### src/rtl/bus_fabric.sv
// Memory-map interconnect: registered region decode, per-region wait states, ready handshake,
// sticky unmapped-access error and last-access monitor. Define BUS_FABRIC_ACCESS_CNT_EN for rd/wr counters.
module bus_fabric #(
  parameter int ADDR_W = 8,
  parameter int DATA_W = 8,
  parameter int N_REG  = 4,
  parameter logic [N_REG*ADDR_W-1:0] REG_BASE = {8'hFF, 8'h24, 8'h20, 8'h00},
  parameter logic [N_REG*ADDR_W-1:0] REG_MASK = {8'hFF, 8'hFC, 8'hFC, 8'hE0},
  parameter logic [N_REG*4-1:0]      REG_WAIT = {4'd0, 4'd1, 4'd0, 4'd0}
) (
  input  logic                    clk,
  input  logic                    rst,
  input  logic [ADDR_W-1:0]       adrs,
  input  logic                    mem_read,
  input  logic                    mem_write,
  input  logic [DATA_W-1:0]       cpu_wdata,
  output logic [DATA_W-1:0]       cpu_rdata,
  output logic                    ready,
  output logic [N_REG-1:0]        s_cs,
  output logic                    s_rd,
  output logic                    s_wr,
  output logic [ADDR_W-1:0]       s_adrs,
  output logic [DATA_W-1:0]       s_wdata,
  input  logic [N_REG*DATA_W-1:0] s_rdata,
  output logic                    bus_err,
  output logic [ADDR_W-1:0]       last_adrs,
  output logic [DATA_W-1:0]       last_data
`ifdef BUS_FABRIC_ACCESS_CNT_EN
  ,
  output logic [15:0]             rd_cnt,
  output logic [15:0]             wr_cnt
`endif
);
  localparam int IDX_W = (N_REG > 1) ? $clog2(N_REG) : 1;

  typedef enum logic [2:0] {S_IDLE, S_WAIT, S_ERR, S_ACK, S_HOLD} state_t;
  state_t state, state_nx;

  logic [IDX_W-1:0] idx, hit_idx;
  logic             hit, is_rd, is_err;
  logic [3:0]       wcnt;

  // Scan high to low so the lowest-index hit is the one that sticks.
  always_comb begin
    hit     = 1'b0;
    hit_idx = '0;
    for (int k = N_REG - 1; k >= 0; k--) begin
      if ((adrs & REG_MASK[k*ADDR_W +: ADDR_W]) == REG_BASE[k*ADDR_W +: ADDR_W]) begin
        hit     = 1'b1;
        hit_idx = IDX_W'(k);
      end
    end
  end

  always_comb begin
    state_nx = state;
    case (state)
      S_IDLE: begin
        if (mem_read && mem_write)     state_nx = S_ERR;
        else if (mem_read ^ mem_write) state_nx = hit ? S_WAIT : S_ERR;
      end
      S_WAIT:  if (wcnt == 4'd0) state_nx = S_ACK;
      S_ERR:   state_nx = S_ACK;
      S_ACK:   state_nx = S_HOLD;
      S_HOLD:  if (!mem_read && !mem_write) state_nx = S_IDLE;
      default: state_nx = S_IDLE;
    endcase
  end

  always_comb begin
    for (int k = 0; k < N_REG; k++)
      s_cs[k] = (state == S_WAIT) && (idx == IDX_W'(k));
    s_rd  = (state == S_WAIT) && (wcnt == 4'd0) && is_rd;
    s_wr  = (state == S_WAIT) && (wcnt == 4'd0) && !is_rd;
    ready = (state == S_ACK);
  end

  always_ff @(posedge clk or posedge rst) begin
    if (rst) begin
      state     <= S_IDLE;
      idx       <= '0;
      is_rd     <= 1'b0;
      is_err    <= 1'b0;
      wcnt      <= '0;
      s_adrs    <= '0;
      s_wdata   <= '0;
      cpu_rdata <= '0;
      bus_err   <= 1'b0;
      last_adrs <= '0;
      last_data <= '0;
`ifdef BUS_FABRIC_ACCESS_CNT_EN
      rd_cnt    <= '0;
      wr_cnt    <= '0;
`endif
    end else begin
      state <= state_nx;
      case (state)
        S_IDLE: if (mem_read || mem_write) begin
          s_adrs  <= adrs;
          s_wdata <= cpu_wdata;
          idx     <= hit_idx;
          is_rd   <= mem_read;
          is_err  <= (mem_read && mem_write) || !hit;
          wcnt    <= REG_WAIT[hit_idx*4 +: 4];
        end
        S_WAIT: begin
          if (wcnt != 4'd0) wcnt <= wcnt - 4'd1;
          else if (is_rd)   cpu_rdata <= s_rdata[idx*DATA_W +: DATA_W];
        end
        S_ERR: begin
          cpu_rdata <= '1;
          bus_err   <= 1'b1;
        end
        S_ACK: begin
          last_adrs <= s_adrs;
          last_data <= is_rd ? cpu_rdata : s_wdata;
`ifdef BUS_FABRIC_ACCESS_CNT_EN
          if (!is_err && is_rd && rd_cnt != 16'hFFFF)  rd_cnt <= rd_cnt + 16'd1;
          if (!is_err && !is_rd && wr_cnt != 16'hFFFF) wr_cnt <= wr_cnt + 16'd1;
`endif
        end
        default: ;
      endcase
    end
  end
endmodule

### config.mk
export PLATFORM = sky130hd
export DESIGN_NAME = bus_fabric
export DESIGN_NICKNAME = d
export VERILOG_FILES = /design/src/rtl/bus_fabric.sv
export SDC_FILE = /design/constraint.sdc
export NUM_CORES = 1
export LEC_CHECK = 0
export BUFFER_PORTS_ARGS = -buffer_cell sky130_fd_sc_hd__buf_2
export CAP_MARGIN = 25
export CORE_MARGIN = 5
export CORE_UTILIZATION = 37
export DETAILED_ROUTE_END_ITERATION = 8
export PLACE_DENSITY = 0.63
export SETUP_SLACK_MARGIN = 0.05
export SYNTH_ARGS = -nofsm -noshare
export SYNTH_HDL_FRONTEND = slang
export SYNTH_SLANG_ARGS = --single-unit
### constraint.sdc
create_clock -name clk -period 2.39 [get_ports clk]
set_input_delay 0.239 -clock clk [delete_from_list [all_inputs] [get_ports clk]]
set_output_delay 0.239 -clock clk [all_outputs]
set_load 0.01 [all_outputs]
==> metrics, run 1 <==
dominant cell type by area after synthesis=dfrtp_1; # rows=30; number of global-route vias before repair=2094; GRT Residual Overflow=0; Vias=2084; Die Y=92.5 µm; cell count after placement=381; Detailed Routing Iterations Pass 1=4; largest net degree at the start of global routing=27; final setup violation count=0; P&R area growth vs syn=26.6%; kind of critical path=flop to output pin; starting density of the core=37.5%; Cell Int Power=2.36 mW; CP peak stage delay=0.41 ns; Reg power frac=41.0%; Layout Cells excl Fill=389; crit start category=flop; Worst slew margin=55.5%; DR DRC count=0; worst hold path stage count=2; Clock Tree Buf Depth=2; Clock Latency Late Sink=0.30 ns; Synth async-reset ratio=100%; antenna cells=0; clock group share of total power=12.9%; Netlist cell types=46; CTS Root Cell=clkbuf_8; ranking of synthesized cells by area=dfrtp_1 51%, mux4_2 7.1%, mux2_1 5.4%; core area=0.00672 mm²; most frequent cells after synthesis=51 x dfrtp_1, 21 x nand2_1, 13 x o21ai_0; reg2reg path depth=3; Worst EP arrival=1.92 ns; crit-path cells=inv_1, ha_1, nor3b_1, buf_4, nand2_1, inv_1, buf_2; Worst path most repeated cell=inv_1; I/O pins=100; Slew Limit Fails=0; Total GRT Usage=16.2%; die footprint=0.00856 mm²; unrepaired setup endpoints after global routing=false; number of buffers created by CTS=5; Synth Instances=208; GP Congestion=0.804; outcome=finished, final reports clean; met2 global-route usage=24.8%; count leader, synth=dfrtp_1; layout cells sized above 1=44.3%; Buf+Inv Stages, Crit Path=4; Yosys warning count=0; Place WS=0.504 ns; switching share of power=39.1%; initial antenna violation count=0; clock skew=0.00557 ns; TNS Setup=0 ns; Pleak=1.54 nW; MaxCap Viol Count=0; Post-DP HPWL=5010 µm; peak supply drop=0.514 mV; drt wl/cell=17.3 µm; slowest CP cell=dfrtp_1; vias per cell=5.36; input/output buffers=99; post-synthesis sequential area ratio=50.6%; FMAX=463 MHz; delay-heaviest family, CP=buffers and inverters; Initial DRC Count=121; Psw=1.51 mW; combinational cell fraction of total power=46.1%; first-pass GRT wire length=10900 µm; PD cells=1210 mW/mm²; syn_nets=261; H-tree depth=2; CTS tree=yes; average footprint of a synthesized cell=12.1 µm²; WL final=6730 µm; Final ANT Viol Nets=0; clk slew on worst S/H paths=0.09 ns; flops & latches, synth=51; clock sinks=51; critical path depth=7; Nets=362; Worst Setup End Kind=output pin; Worst Max-Slew Pin Slew=0.664 ns; final period utilization=90.4%; top-area cell type share of the netlist area=50.6%; die width=92.5 µm; worst hold path type=input port to flop; crit-path max FO=9; final hold viol count=0; GRT met1 Usage=22.0%; met3 usage=5.20%; final setup margin=0.231 ns; crit path time final=2.16 ns; Post-Syn Area=0.00252 mm²; most used routing layer=met2; EDFF count, synth=0; CP required=2.15 ns; Setup Buffers After CTS=0; Synth Flop Type=dfrtp_1
path summary, 6_finish.rpt:
path	startpoint	end	slack, ns
setup / recovery	wcnt[0]	s_rd	0.23
hold / removal	cpu_wdata[6]	s_wdata[6]	0.15
setup reg to reg	idx[0]	cpu_rdata[2]	0.50
hold reg to reg	last_data[6]	last_data[6]	0.48
max in group asynchronous	rst	wcnt[3]	1.11
min in group asynchronous	rst	last_data[0]	0.52
metal layers:
layer | routed length, µm | vias up | part of all wire (%)
li1 | - | 967 | -
met1 | 2880 | 981 | 43
met2 | 2980 | 128 | 44
met4 | 87 | 0 | 1.3
met3 | 785 | 8 | 12
met5 | 0 | - | 0
cell usage in the layout (no fill, tap or decap), drive strengths merged, types with 2 or more instances in the layout:
| cell type | n |
|---|---|
| a211o | 8 |
| a21oi | 2 |
| a22o | 2 |
| a2bb2oi | 2 |
| and3 | 9 |
| buf | 105 |
| clkbuf | 6 |
| dfrtp | 51 |
| inv | 7 |
| mux2 | 22 |
| mux2i | 8 |
| mux4 | 8 |
| nand2 | 21 |
| nand3 | 3 |
| nand3b | 2 |
| nand4 | 2 |
| nor2 | 8 |
| nor3 | 4 |
| nor3b | 3 |
| o21ai | 14 |
| o221ai | 2 |
| o22ai | 3 |
| or3 | 2 |
repair_timing:
action                    in CTS  in global routing
hold buffers                   1                  0
hold endpoints to repair      25                  0
resized for setup              0                  0
power groups by stage:
stage | Combinational (mW) | Sequential [mW] | Clock [mW]
after detailed placement | 1.81 | 1.60 | 0
after CTS | 1.82 | 1.59 | 0.524
after global routing | 1.99 | 1.66 | 0.562
after global placement | 1.79 | 1.59 | 0
after floorplan | 1.07 | 1.65 | 0
final | 1.79 | 1.59 | 0.500
through the flow:
stage                     hold WS [ns]  power, mW  utilization, %  cell area (µm²)
after floorplan                  0.374       2.72               -             2520
after global placement           0.319       3.38            46.0             3090
after detailed placement         0.317       3.41            46.0             3090
after CTS                        0.139       3.94            47.5             3190
after global routing             0.132       4.21            47.5             3190
final                            0.147       3.88            47.5             3190
sequential cells by signal, indices dropped and copies added, names as in the netlist:
register and count:
wcnt 4, s_wdata 8, last_data 8, state 3
s_adrs 8, cpu_rdata 8, bus_err 1, is_rd 1
idx 2, last_adrs 8
cell type report:
type / instances / area (µm²)
fillers: 622 / 3530
flip-flops and latches: 51 / 1280
multi-input cells: 138 / 1140
repair buffers: 106 / 563
well taps: 80 / 100
clock buffers: 6 / 82.6
inverters: 7 / 26.3
clock inverters: 1 / 5.00
logic make-up after synthesis:
logic type | synth area share, %
mux | 20.2
xor+xnor | 0.695
buf+inv | 4.22
flops | 50.6
compound gates | 10.5
simple gates | 13.3
fa+ha+maj | 0.496
No activity file was read; power rests on OpenSTA's default activity.
==> run 2: changes to the inputs <==
==> constraint.sdc (replaced) <==
create_clock -name clk -period 2.3 [get_ports clk]
set_input_delay 0.23 -clock clk [delete_from_list [all_inputs] [get_ports clk]]
set_output_delay 0.23 -clock clk [all_outputs]
set_load 0.01 [all_outputs]
==> metrics, run 2 (same netlist as run 1, synthesis figures left out) <==
crit-path cells=inv_1, ha_1, nor3b_2, buf_4, nand2_2, inv_1, buf_2; # rows=30; number of global-route vias before repair=2120; switching share of power=40.0%; antenna cells=0; cell count after placement=383; Clock Tree Buf Depth=2; TNS Setup=0 ns; crit start category=flop; outcome=finished, final reports clean; unrepaired setup endpoints after global routing=false; final setup violation count=0; Layout Cells excl Fill=392; Worst path most repeated cell=inv_1; clock group share of total power=13.1%; Worst Setup End Kind=output pin; Reg power frac=40.6%; initial antenna violation count=0; final instance area=0.00320 mm²; number of buffers created by CTS=5; Place WS=0.378 ns; drt wl/cell=17.7 µm; final period utilization=86.3%; first-pass GRT wire length=11200 µm; Buf+Inv Stages, Crit Path=4; PD cells=1260 mW/mm²; combinational cell fraction of total power=46.3%; final setup margin=0.316 ns; CTS tree=yes; Post-DP HPWL=5170 µm; CTS Root Cell=clkbuf_8; slack of the worst reg-to-reg path=0.39 ns; final hold viol count=0; Detailed Routing Iterations Pass 1=4; Initial DRC Count=83; delay-heaviest family, CP=buffers and inverters; GRT Residual Overflow=0; Setup Buffers After CTS=0; WL final=6930 µm; total power draw=4.05 mW; crit path time final=1.98 ns; starting density of the core=37.5%; peak supply drop=0.513 mV; Pleak=1.55 nW; most common cell after layout, fill and taps aside=buf_2; Core Util, Final=47.6%; Psw=1.62 mW; H-tree depth=2; worst hold path type=input port to flop; Slew Limit Fails=0; I/O pins=100; P&R area growth vs syn=27.0%; layout cells sized above 1=45.5%; DR DRC count=0; Worst Max-Slew Pin Slew=0.663 ns; MaxCap Viol Count=0; Vias=2091; largest net degree at the start of global routing=19; Total GRT Usage=16.7%; die width=92.5 µm; Clock Latency Late Sink=0.32 ns; most frequent cells in the layout=99 x buf_2, 51 x dfrtp_1, 20 x nand2_1; Die Y=92.5 µm; clock sinks=51; Placed Area=0.00310 mm²; FMAX=504 MHz; die footprint=0.00856 mm²; clk slew on worst S/H paths=0.10 ns; core area=0.00672 mm²; slowest CP cell=dfrtp_1; kind of critical path=flop to output pin; hold_ws=0.122 ns; Final ANT Viol Nets=0; CP required=2.07 ns; CP peak stage delay=0.41 ns; Filler cells=627; input/output buffers=99; vias per cell=5.33; Worst EP arrival=1.75 ns; Cell Int Power=2.43 mW; GP Congestion=0.794; crit-path max FO=9; clock skew=0.0137 ns; Nets=364; Worst slew margin=55.8%
## run 2: cell types whose count changed in the layout (fill, tap and decap cells not counted), sizes merged
cell    delta
inv        +1
clkbuf     -1
clkinv     +1
buf        +2
## run 2: worst reg2reg max path, stage by stage, from the launching register on
cell and delay (ns):
dfrtp_1 0.78, mux4_2 0.58, and3_1 0.19, a211o_1 0.25
## run 2: repair_timing
action | in CTS | in global routing
hold endpoints to repair | 15 | 0
resized for setup | 0 | 2
setup endpoints to repair | 0 | 1
hold buffers | 1 | 0
## run 2: layout make-up
| cell class | count | area, µm² | share of cell area (%) |
|---|---|---|---|
| clock inverter | 3 | 18.8 | 0.586 |
| multi-input combinational | 138 | 1140 | 35.8 |
| tap | 80 | 100 | 3.13 |
| clock buffer | 5 | 68.8 | 2.15 |
| timing repair buffer | 108 | 566 | 17.7 |
| sequential | 51 | 1280 | 39.9 |
| inverter | 7 | 26.3 | 0.821 |
## run 2: metal layers
layer | share of wire (%) | wire length [µm] | global-route usage [%]
met3 | 11 | 729 | 5.04
met5 | 0 | 0 | 0
met2 | 44 | 3070 | 26.2
met4 | 0.71 | 49 | 3.71
met1 | 44 | 3080 | 23.0
## run 2: worst paths after layout
check	start	cells after the start	to
setup / recovery	wcnt[0]	7	s_rd
hold / removal	cpu_wdata[6]	2	s_wdata[6]
setup reg to reg	idx[0]	3	cpu_rdata[2]
hold reg to reg	bus_err	1	bus_err
max in group asynchronous	rst	4	wcnt[3]
min in group asynchronous	rst	3	last_data[4]
## run 2: power groups by stage
stage / Combinational, mW / Sequential, mW / Clock (mW)
finish: 1.87 / 1.64 / 0.531
detailed placement: 1.89 / 1.66 / 0
global placement: 1.86 / 1.65 / 0
global route: 2.08 / 1.71 / 0.592
CTS: 1.90 / 1.64 / 0.552
floorplan: 1.11 / 1.71 / 0
